**src/rtl/multicycle_control.sv**
```systemverilog
// Multicycle MIPS main control: a Moore FSM that sequences lw, sw, R-type, beq,
// bgtz, addi and j. It supports a configurable memory latency, a global enable and illegal-opcode flagging.
module multicycle_control #(
    parameter int MEM_LAT = 1,
    parameter bit EN_BGTZ = 1'b1,
    parameter int STATE_W = 4
) (
    input  logic               clk,
    input  logic               reset,
    input  logic               en,
    input  logic [5:0]         opcode,
    output logic               MemtoReg,
    output logic               RegDst,
    output logic               IorD,
    output logic [1:0]         PCSrc,
    output logic               ALUSrcA,
    output logic [1:0]         ALUSrcB,
    output logic [1:0]         ALUOp,
    output logic               IRWrite,
    output logic               MemWrite,
    output logic               PCWrite,
    output logic               Branch,
    output logic               RegWrite,
    output logic               illegal_op,
    output logic               instr_done,
    output logic [STATE_W-1:0] state
);

    localparam int CNT_W = (MEM_LAT > 1) ? $clog2(MEM_LAT) : 1;
    localparam logic [CNT_W-1:0] LAST_CNT = CNT_W'(MEM_LAT - 1);

    localparam logic [5:0] OP_RTYPE = 6'b000000;
    localparam logic [5:0] OP_LW    = 6'b100011;
    localparam logic [5:0] OP_SW    = 6'b101011;
    localparam logic [5:0] OP_BEQ   = 6'b000100;
    localparam logic [5:0] OP_BGTZ  = 6'b000111;
    localparam logic [5:0] OP_ADDI  = 6'b001000;
    localparam logic [5:0] OP_J     = 6'b000010;

    typedef enum logic [3:0] {
        S_FETCH   = 4'd0,
        S_DECODE  = 4'd1,
        S_MEMADR  = 4'd2,
        S_MEMRD   = 4'd3,
        S_MEMWB   = 4'd4,
        S_MEMWR   = 4'd5,
        S_EXECUTE = 4'd6,
        S_ALUWB   = 4'd7,
        S_BEQ     = 4'd8,
        S_BGTZ    = 4'd9,
        S_ADDIEX  = 4'd10,
        S_ADDIWB  = 4'd11,
        S_JUMP    = 4'd12
    } state_t;

    state_t           r_state;
    state_t           w_next;
    state_t           w_dec_next;
    logic [CNT_W-1:0] r_wcnt;
    logic             w_mem_state;
    logic             w_last;
    logic             w_advance;
    logic             w_illegal;

    // Only the memory-facing states wait; everything else finishes in one cycle.
    assign w_mem_state = (r_state == S_FETCH) || (r_state == S_MEMRD) || (r_state == S_MEMWR);
    assign w_last      = w_mem_state ? (r_wcnt == LAST_CNT) : 1'b1;
    assign w_advance   = en && w_last;
    assign state       = STATE_W'(r_state);

    // Opcode dispatch used by DECODE; unknown opcodes fall back to FETCH.
    always_comb begin
        w_dec_next = S_FETCH;
        w_illegal  = 1'b0;
        case (opcode)
            OP_LW, OP_SW: w_dec_next = S_MEMADR;
            OP_RTYPE:     w_dec_next = S_EXECUTE;
            OP_BEQ:       w_dec_next = S_BEQ;
            OP_ADDI:      w_dec_next = S_ADDIEX;
            OP_J:         w_dec_next = S_JUMP;
            OP_BGTZ: begin
                if (EN_BGTZ) begin
                    w_dec_next = S_BGTZ;
                end else begin
                    w_illegal = 1'b1;
                end
            end
            default:      w_illegal = 1'b1;
        endcase
    end

    // Next-state selection, taken only when the current state is on its last cycle.
    always_comb begin
        w_next = S_FETCH;
        case (r_state)
            S_FETCH:   w_next = S_DECODE;
            S_DECODE:  w_next = w_dec_next;
            S_MEMADR: begin
                if (opcode == OP_SW) begin
                    w_next = S_MEMWR;
                end else begin
                    w_next = S_MEMRD;
                end
            end
            S_MEMRD:   w_next = S_MEMWB;
            S_EXECUTE: w_next = S_ALUWB;
            S_ADDIEX:  w_next = S_ADDIWB;
            default:   w_next = S_FETCH;
        endcase
    end

    // State and wait counter; the counter restarts on every state change.
    always_ff @(posedge clk) begin
        if (reset) begin
            r_state <= S_FETCH;
            r_wcnt  <= {CNT_W{1'b0}};
        end else if (w_advance) begin
            r_state <= w_next;
            r_wcnt  <= {CNT_W{1'b0}};
        end else if (en) begin
            r_wcnt  <= r_wcnt + CNT_W'(1);
        end else begin
            r_state <= r_state;
            r_wcnt  <= r_wcnt;
        end
    end

    // Moore output decode; strobes are qualified by en, mux selects are not.
    always_comb begin
        MemtoReg   = 1'b0;
        RegDst     = 1'b0;
        IorD       = 1'b0;
        PCSrc      = 2'b00;
        ALUSrcA    = 1'b0;
        ALUSrcB    = 2'b00;
        ALUOp      = 2'b00;
        IRWrite    = 1'b0;
        MemWrite   = 1'b0;
        PCWrite    = 1'b0;
        Branch     = 1'b0;
        RegWrite   = 1'b0;
        illegal_op = 1'b0;
        instr_done = 1'b0;
        case (r_state)
            S_FETCH: begin
                ALUSrcB = 2'b01;
                IRWrite = w_advance;
                PCWrite = w_advance;
            end
            S_DECODE: begin
                ALUSrcB    = 2'b11;
                illegal_op = en && w_illegal;
            end
            S_MEMADR: begin
                ALUSrcA = 1'b1;
                ALUSrcB = 2'b10;
            end
            S_MEMRD: begin
                IorD = 1'b1;
            end
            S_MEMWB: begin
                MemtoReg   = 1'b1;
                RegWrite   = en;
                instr_done = en;
            end
            S_MEMWR: begin
                IorD       = 1'b1;
                MemWrite   = w_advance;
                instr_done = w_advance;
            end
            S_EXECUTE: begin
                ALUSrcA = 1'b1;
                ALUOp   = 2'b10;
            end
            S_ALUWB: begin
                RegDst     = 1'b1;
                RegWrite   = en;
                instr_done = en;
            end
            S_BEQ, S_BGTZ: begin
                ALUSrcA    = 1'b1;
                ALUOp      = (r_state == S_BGTZ) ? 2'b11 : 2'b01;
                PCSrc      = 2'b01;
                Branch     = en;
                instr_done = en;
            end
            S_ADDIEX: begin
                ALUSrcA = 1'b1;
                ALUSrcB = 2'b10;
            end
            S_ADDIWB: begin
                RegWrite   = en;
                instr_done = en;
            end
            S_JUMP: begin
                PCSrc      = 2'b10;
                PCWrite    = en;
                instr_done = en;
            end
            default: begin
                MemtoReg = 1'b0;
            end
        endcase
    end

endmodule

```
**config.mk**
```make
export PLATFORM = sky130hd
export DESIGN_NAME = multicycle_control
export DESIGN_NICKNAME = d
export VERILOG_FILES = /design/src/rtl/multicycle_control.sv
export SDC_FILE = /design/constraint.sdc
export NUM_CORES = 1
export LEC_CHECK = 0
export BUFFER_PORTS_ARGS = -buffer_cell sky130_fd_sc_hd__buf_2
export CAP_MARGIN = 5
export CORE_MARGIN = 3
export CORE_UTILIZATION = 41
export DETAILED_ROUTE_END_ITERATION = 8
export PLACE_DENSITY_LB_ADDON = 0.3
export SLEW_MARGIN = 20
export SYNTH_ARGS = -nofsm -noshare
export SYNTH_HDL_FRONTEND = slang
export SYNTH_SLANG_ARGS = --single-unit
```
**constraint.sdc**
```tcl
create_clock -name clk -period 1.45 [get_ports clk]
set_clock_uncertainty 0.15 [all_clocks]
set_input_delay 0.2175 -clock clk [delete_from_list [all_inputs] [get_ports clk]]
set_output_delay 0.2175 -clock clk [all_outputs]
set_load 0.05 [all_outputs]
```
==> impl_metrics.ini, run 1 <==
[clocking]
hold_buffers = 0
root_buffer = clkbuf_4
cts_buffer_depth = 2
clock-sinks = 5
postCtsSetupBuffers = 10
numCtsBuffers = 3
ctsResizeCount = 67
htreeDepth = 1

[die]
dieHeight_um = 46.4
ios = 30
start_util_pct = 47.4
fp.dieW_um = 46.4
rows = 13

[status]
status = aborted with a tool error
lastStage = 4_1_cts
stop_error = [ERROR DPL-0038] Utilization greater than 100%, impossible to legalize

[place]
gp_congestion = 0.890
portBuffers = 29
pre_cts_ws_ns = -0.274
dp_hpwl_um = 1980

[synthesis]
ys_seq_area_share_pct = 14.9
netlist_area_um2 = 671
synthCells = 102
synth_seq_cells = 5
ys_async_sr_fraction_pct = 0
avgSynthCellArea_um2 = 6.57
synth_edf_count = 0
post_synth_num_cell_types = 35
ys_warn_count = 0
syn-num-nets = 111
synth_top_flop_cell = dfxtp_1
[cells in the mapped netlist, types with 2 or more instances]
cell      instances  share of area, %
clkbuf_1          8               4.5
nand4_1           2               1.9
nand2_1           9               5.0
nor3b_1           5               5.6
o21a_1            2               2.2
nor2b_1           2               1.9
nor3_1           10               7.5
dfxtp_1           5                15
nand2b_1          7               6.5
a21oi_1           9               6.7
xor2_1            2               2.6
nor2_1           10               5.6
nand3_1           2               1.5
o21ai_0           6               4.5
a32oi_1           2               2.6
inv_1             2               1.1
[stage by stage]
stage                     instances  cell area [um^2]  hold WS [ns]
after floorplan                 102               971         0.125
after global placement          168              1230         0.293
after detailed placement        168              1230         0.295
[kinds of logic after synthesis]
family | share of synthesized area (%)
AOI/OAI and AO/OA | 24.8
muxes | 1.49
DFF | 14.9
buffers and inverters | 5.60
and+or+nand+nor | 50.6
xor gates and xnor gates | 2.61
==> run 2: changes to the inputs <==
CORE_AREA = 3 3 64 66   (was unset)
CORE_MARGIN = unset   (was 3)
CORE_UTILIZATION = unset   (was 41)
DIE_AREA = 0 0 67 69   (was unset)
PLACE_DENSITY_LB_ADDON = 0.15   (was 0.3)
clock period = 1.9 ns   (was 1.45 ns; I/O delays follow)
==> run 2 against run 1 <==
Synthesized area stayed put. The flow now finishes, with violations (setup timing). Synthesized cell count did not move.
==> impl_metrics.ini, run 2 <==
[hold_path]
hold_end = state[3]
hold_path_startpoint = reset
hold_depth = 2
min_path_type = input port to register

[status]
violations = setup timing
status = finished, violations left

[die]
dieHeight_um = 69
coreArea_um2 = 3630
die-area_um2 = 4620
ios = 30
rows = 22
fp.dieW_um = 67
start_util_pct = 18.5

[timing]
setup_viol_count_final = 2
fmax_mhz = 525
worst_slew_pin_slew_ns = 0.320
setup_ws_ns = -0.00498
drv_slew = 0
relSlewSlack_pct = 78.5
post-route-min-period_ns = 1.90
finalCritPeriodShare_pct = 100
rsz0062_at_grt = true
finalHoldViolCount = 0

[run]
cap_violations = 0

[synthesis]
synth_compound_area_share_pct = 24.8
syn-num-nets = 111
synth_top_flop_cell = dfxtp_1
synth_fa_ha_area_share_pct = 0
synthCells = 102
netlist_area_um2 = 671
synth_top_cell_by_area = dfxtp_1
avgSynthCellArea_um2 = 6.57
synth.area.mux_share_pct = 1.49
synth_xor_area_share_pct = 2.61
synth_top_family_by_area = simple AND/OR/NAND/NOR gates
synth_edf_count = 0
synth_area_leaders = dfxtp_1 15%, nor3_1 7.5%, a21oi_1 6.7%, nand2b_1 6.5%, nor2_1 5.6%
ys_warn_count = 0
ys_async_sr_fraction_pct = 0
synth_top_area_share_pct = 14.9
post_synth_num_cell_types = 35
ys_seq_area_share_pct = 14.9
yosys.area_share.simple_pct = 50.6
synth_seq_cells = 5
synth_commonest_cells = 10 x nor2_1, 10 x nor3_1, 9 x a21oi_1, 9 x nand2_1, 8 x clkbuf_1

[finish]
fin_cells = 194
area_delta_synth_final_pct = 94.2
final_common_cell = buf_4
antenna_cells = 0
final_cell_mix = 21 x buf_4, 20 x buf_2, 8 x nand2_1
fin_util_pct = 35.8
largest_reg_flops = 4
final_nets = 156
drive_gt1_share_pct = 61.0
nFillCells = 399

[place]
gp_congestion = 0.786
dp_hpwl_um = 2020
portBuffers = 29
pre_cts_ws_ns = 0.0807
placed_cells = 182

[critical_path]
endpoint_kind = primary output
crit_path_max_fanout = 6
crit_type = register to primary output
cp.arrival_ns = 1.47
timing.rr.end = state[0]
cp_data_required_time_ns = 1.46
ff2ff_path_depth = 7
startpoint_type = register
r2r_setup_slack_ns = 0.04
reg2reg_from = state[3]
startpoint = state[2]

[clocking]
clock-sinks = 5
clk_latency_ns = 0.22
numCtsBuffers = 3
hold_buffers = 0
clk_pin_slew_worst_paths_ns = 0.04
cts_tree = yes
htreeDepth = 1
root_buffer = clkbuf_8
cts_buffer_depth = 2

[global_routing]
grt_max_degree = 13
antenna_found_initial = 0
gr-usage-all-layers_pct = 11.8
overflow = 0
grt_pass1_vias = 941
grt_pass1_wl_um = 4370

[routing]
dr.pass1.iters = 4
routed_via_density = 4.76
ant_nets = 0
drc_errors = 0
routed_wl_um = 2680
drt_iter0_markers = 20
wl_per_cell_um = 13.8
vias = 924

[power]
p_leak_uw = 0.000504
peakVddDrop_mv = 0.132
p_per_area_nw_per_um2 = 383
[run 2: routing by layer]
| metal | track usage, % | up-vias | routed length, um |
|---|---|---|---|
| li1 | - | 465 | - |
| met1 | 14.6 | 438 | 1170 |
| met2 | 20.3 | 19 | 1390 |
| met3 | 0.977 | 2 | 84 |
| met4 | 4.73 | 0 | 30 |
| met5 | 0 | - | 0 |
[run 2: final cells by class]
cell class,instances,area [um^2],share of cell area (%)
clock buffer,4,45.0,3.46
multi-input combinational,87,744,57.2
sequential,5,113,8.65
tap,48,60.1,4.61
inverter,2,7.51,0.576
timing repair buffer,48,333,25.6
[run 2: where the power goes]
part | switching [uW] | internal (uW)
logic | 110 | 75.2
registers | 7.90 | 105
clock network | 55.4 | 144
[run 2: what timing repair did]
action | 4_1_cts | 5_1_grt
hold endpoints to repair | 0 | 0
setup endpoints to repair | 8 | 9
pin swaps | 2 | 5
cloned | 0 | 0
setup buffers | 1 | 7
resized for setup | 15 | 17
[run 2: logic make-up after synthesis]
logic type / count (synthesis)
compound gates: 25
mux: 1
flops: 5
xor+xnor: 2
buf+inv: 10
simple gates: 59
[run 2: worst max-delay path: stages, from the launching register on]
cell     delay, ns
dfxtp_4       0.37
or2_4         0.27
nor2_4        0.08
a21oi_2       0.05
nor4b_4       0.29
buf_6         0.19
[run 2: metrics by stage]
stage	total power, uW	area (um^2)	hold WS, ns	setup TNS [ns]
after floorplan	221	891	0.192	-1.20
after global routing	522	1300	0.170	-0.160
after detailed placement	265	1070	0.382	0
after global placement	265	1070	0.377	0
final	499	1300	0.158	-0.00851
after CTS	479	1180	0.152	-0.0697
[run 2: worst max-delay path by stage]
stage                to  slack [ns]
2_1_floorplan   IRWrite       -0.34
3_3_place_gp   state[3]        0.08
3_5_place_dp   state[3]        0.08
4_1_cts         PCWrite       -0.04
5_1_grt         PCWrite       -0.07
6_report        PCWrite      -0.005
(Power assumes the default switching activity.)
